**src/rtl/overlap_pkg.sv**
```systemverilog
// Shared width parameters and FSM state type for the overlap scanner.
package overlap_pkg;

    localparam int W     = 65;
    localparam int IDX_W = $clog2(W);

    typedef enum logic {
        IDLE = 1'b0,
        SCAN = 1'b1
    } state_t;

endpackage

```
**src/rtl/overlap_lsb_enc.sv**
```systemverilog
// Combinational lowest-set-bit encoder; also flags an empty or single-bit vector.
module overlap_lsb_enc #(
    parameter int W     = overlap_pkg::W,
    parameter int IDX_W = overlap_pkg::IDX_W
) (
    input  logic [W-1:0]     vec,
    output logic [IDX_W-1:0] idx,
    output logic             found,
    output logic             single
);

    localparam logic [W-1:0] ONE = W'(1);

    logic [W-1:0] vec_minus_one;

    // Scanning downwards lets the lowest set bit win the final assignment.
    always_comb begin
        idx = '0;
        for (int i = W - 1; i >= 0; i--) begin
            if (vec[i]) begin
                idx = IDX_W'(i);
            end
        end
    end

    assign vec_minus_one = vec - ONE;
    assign found         = |vec;
    assign single        = found && ((vec & vec_minus_one) == '0);

endmodule

```
**src/rtl/overlap_scan.sv**
```systemverilog
// Captures a&b and emits one beat per matching pair index, lowest first.
// Define OVERLAP_SCAN_COUNT_EN to add the out_count popcount output.
module overlap_scan
    import overlap_pkg::*;
#(
    parameter int W     = overlap_pkg::W,
    parameter int IDX_W = overlap_pkg::IDX_W
) (
    input  logic             clk,
    input  logic             rst_n,
    input  logic             in_valid,
    output logic             in_ready,
    input  logic [W-1:0]     in_a,
    input  logic [W-1:0]     in_b,
    output logic             out_valid,
    input  logic             out_ready,
    output logic [IDX_W-1:0] out_idx,
    output logic             out_last,
    output logic             out_none,
`ifdef OVERLAP_SCAN_COUNT_EN
    output logic [IDX_W:0]   out_count,
`endif
    output logic             out_any
);

    localparam logic [W-1:0] ONE = W'(1);

    state_t           state_q;
    logic [W-1:0]     mask_q;
    logic [W-1:0]     mask_d;
    logic             out_any_q;
    logic [W-1:0]     pair_and;
    logic [IDX_W-1:0] lsb_idx;
    logic             lsb_found;
    logic             lsb_single;

    assign pair_and = in_a & in_b;

    overlap_lsb_enc #(
        .W     (W),
        .IDX_W (IDX_W)
    ) u_lsb_enc (
        .vec    (mask_q),
        .idx    (lsb_idx),
        .found  (lsb_found),
        .single (lsb_single)
    );

    // Dropping the lowest set bit is exactly clearing the bit at out_idx.
    assign mask_d = mask_q & (mask_q - ONE);

    assign in_ready  = (state_q == IDLE);
    assign out_valid = (state_q == SCAN);
    assign out_idx   = lsb_idx;
    assign out_none  = (state_q == SCAN) && !lsb_found;
    assign out_last  = (state_q == SCAN) && (!lsb_found || lsb_single);
    assign out_any   = out_any_q;

    always_ff @(posedge clk or negedge rst_n) begin
        if (!rst_n) begin
            state_q   <= IDLE;
            mask_q    <= '0;
            out_any_q <= 1'b0;
        end else begin
            case (state_q)
                IDLE: begin
                    if (in_valid) begin
                        mask_q    <= pair_and;
                        out_any_q <= |pair_and;
                        state_q   <= SCAN;
                    end
                end
                SCAN: begin
                    if (out_ready) begin
                        mask_q <= mask_d;
                        if (out_last) begin
                            state_q <= IDLE;
                        end
                    end
                end
                default: state_q <= IDLE;
            endcase
        end
    end

`ifdef OVERLAP_SCAN_COUNT_EN
    logic [IDX_W:0] count_d;
    logic [IDX_W:0] count_q;

    always_comb begin
        count_d = '0;
        for (int i = 0; i < W; i++) begin
            count_d = count_d + (IDX_W + 1)'(pair_and[i]);
        end
    end

    always_ff @(posedge clk or negedge rst_n) begin
        if (!rst_n) begin
            count_q <= '0;
        end else if (in_valid && in_ready) begin
            count_q <= count_d;
        end
    end

    assign out_count = count_q;
`endif

endmodule

```
**config.mk**
```make
export PLATFORM = sky130hd
export DESIGN_NAME = overlap_scan
export DESIGN_NICKNAME = d
export VERILOG_FILES = /design/src/rtl/overlap_pkg.sv /design/src/rtl/overlap_lsb_enc.sv /design/src/rtl/overlap_scan.sv
export SDC_FILE = /design/constraint.sdc
export NUM_CORES = 1
export LEC_CHECK = 0
export BUFFER_PORTS_ARGS = -buffer_cell sky130_fd_sc_hd__buf_2
export CORE_MARGIN = 2
export CORE_UTILIZATION = 45
export DETAILED_ROUTE_END_ITERATION = 8
export PLACE_DENSITY = 0.71
export SYNTH_ARGS = -nofsm -noshare
export SYNTH_HDL_FRONTEND = slang
export SYNTH_SLANG_ARGS = --single-unit
```
**constraint.sdc**
```tcl
create_clock -name clk -period 6.2 [get_ports clk]
set_input_delay 0.62 -clock clk [delete_from_list [all_inputs] [get_ports clk]]
set_output_delay 0.62 -clock clk [all_outputs]
set_load 0.05 [all_outputs]
```
==> results.cfg <==
[run_status]
status = finished, violations left
violations = max-capacitance violations, max-slew violations

[placement]
port_buffers = 145
gp_congestion = 0.959
hpwl_um = 15600

[cts]
root_buffer = clkbuf_16
cts_made_buffers = 9
clkLatencyLatePin_ns = 0.35
clk_pin_slew_ns = 0.05
cts.path.max_buffers = 2
tritoncts = done
h-tree-depth = 3
post_cts_buffers = 0
clkSinkCount = 67
cts_hold_buf = 0
cts_resized = 0

[drt]
wl_met1_um = 8390
vias = 6301
dr.pass1.iters = 6
dr.max_layer_used = met4
wirelength_um = 21000
vias_per_cell = 6.75
drc_errors = 0
drt-initial-drc-count = 603
routed-wl-met3_um = 1480
antenna_left = 0
wire_per_inst_um = 22.5
wl_met2_um = 10000

[global_route]
grt_pass1_wl_um = 32800
grtUsageTotal = 0.339
grt_pass1_vias = 6078
grt_max_degree = 68
globalRouteOverflowTotal = 0
grt_antenna_before_repair = 0

[worst_setup_path]
crit_top_cell = nand3_1
cp-end-kind = output port
worst_path_max_delay_cell = or4_4
arrival_ns = 4.24
critPathTopFamily = simple AND/OR/NAND/NOR gates
cp_num_buf_inv = 2
critPathRequiredTime_ns = 5.58
start_kind = flop
crit_chain = or4_4 -> nor4_4 -> buf_4 -> nand3_1 -> o41ai_1 -> nand4_1 -> nor4b_1 -> nand3_1 -> nor4_1 -> buf_2
ff2ff_path_depth = 9
slowest_delay_ns = 0.64
path_depth = 10
critPathKind = reg -> out
path_max_fanout = 17

[timing]
worstMarginPinSlew_ns = 1.52
setup_viol = 0
hold_viol = 0
holdWs_ns = 0.464
maxSlewViolCount = 12
finClkSkew_ns = 0.0114
max_freq_ghz = 0.206
period_share = 0.784
period_needed_ns = 4.86
relSlewSlack = -0.0181
rsz0062_at_grt = false
tns_ns = 0

[synth]
synth_cell_types = 57
yosys_warnings = 0
async_reset_ff_frac = 1.00
synth_top_area_share = 0.324
synth_area_sq_um = 5180
synth.avg_cell_area_sq_um = 7.74
ys_ff_latch = 67
synth.largest_area_cell = dfrtp_1
syn-num-nets = 803
ys_top_cells_by_area = dfrtp_1, o21ai_0, nand2_1
synth_edf_count = 0
ys_seq_area_frac = 0.324
ys.flop_type = dfrtp_1
synth_cells = 669

[finish]
syn2layout_area_growth_pct = 19.7
drive_gt1_frac = 0.232
nNetsFinal = 919
n_antenna_cell = 0

[pwr]
powerDensity_nw_per_um2 = 566
power.leakage_nw = 2.79
peakVddDrop_uv = 421

[floorplan]
die_w_um = 111
ios = 146
num_rows = 39
initial_core_util = 0.458
die_area_sq_um = 12400
die_h_um = 111
core_area_sq_um = 11300

[min_path]
hold_path.class = in -> async

[run]
max_cap_viol_count = 1
==> where the power goes <==
| group | switching [mW] | internal (mW) |
|---|---|---|
| combinational | 1.58 | 0.736 |
| clock | 0.199 | 0.269 |
| sequential | 0.200 | 0.524 |
==> cell type report <==
cell class,instances,area (sq um)
fill,1118,5120
tap,143,179
timing repair buffer,152,778
multi-input combinational,536,3240
clock buffer,13,240
inverter,19,71.3
sequential,67,1680
clock inverter,3,15.0
==> layout by cell type (no fill, tap or decap), drive strengths merged, types with 27 or more instances in the layout <==
master | netlist | routed
nor3 | 27 | 27
buf | 12 | 152
o21ai | 88 | 88
nand3 | 32 | 32
dfrtp | 67 | 67
a21oi | 37 | 37
nor2 | 43 | 43
nand4 | 27 | 27
nor4 | 28 | 28
nand2 | 86 | 86
==> synthesized netlist by cell type (all sizes together), types with 2 or more instances <==
master / number
o21ai: 88
nand2: 86
dfrtp: 67
nor2: 43
a21oi: 37
clkbuf: 35
nand3: 32
nor4: 28
nand4: 27
nor3: 27
a32o: 25
inv: 18
a22oi: 15
or4: 15
buf: 12
o31ai: 12
o211ai: 11
o41ai: 9
a21o: 6
a221oi: 6
and4: 6
o22ai: 6
a22o: 5
or3: 5
a211oi: 4
a31oi: 4
a2111oi: 3
and2: 3
o311ai: 3
or2: 3
a21boi: 2
a32oi: 2
and3: 2
and4b: 2
maj3: 2
nor4b: 2
o21a: 2
==> state kept, by name, indices dropped and copies added, names as in the netlist <==
| name | flops |
|---|---|
| out_valid | 1 |
| mask_q | 65 |
| out_any | 1 |
==> cell families (layout without fill, tap and decap cells) <==
logic type      Yosys count  in the layout  synth area share
buf+inv                  66            187            0.0527
flops                    67             67             0.324
fa+ha+maj                 2              2           0.00386
compound gates          248            248             0.318
simple gates            286            286             0.302
==> routing by layer <==
metal,vias to the layer above,global-route usage
met1,3038,0.418
met5,-,0
met3,84,0.0377
li1,2867,-
met2,312,0.576
met4,0,0.189
==> metrics by stage <==
stage                     instances  total power, mW  setup slack, ns  utilization  instance area (sq um)
after floorplan                 669             2.29             1.37            -                   5180
after global placement          917             2.98             1.83        0.525                   5940
after detailed placement        917             2.98             1.81        0.525                   5940
after CTS                       933             3.46             1.37        0.548                   6200
after global routing            933             3.74            0.867        0.548                   6200
final                           933             3.51             1.34        0.548                   6200
==> final timing paths <==
path / endpoint / start / slack [ns]
setup / recovery: out_last / mask_q[2] / 1.34
hold / removal: mask_q[2] / rst_n / 0.46
setup reg to reg: out_valid / mask_q[2] / 2.43
hold reg to reg: out_any / out_any / 0.54
max in group asynchronous: mask_q[40] / rst_n / 5.11
min in group clk: mask_q[38] / in_b[38] / 0.51
No activity file was read; power rests on OpenSTA's default activity.
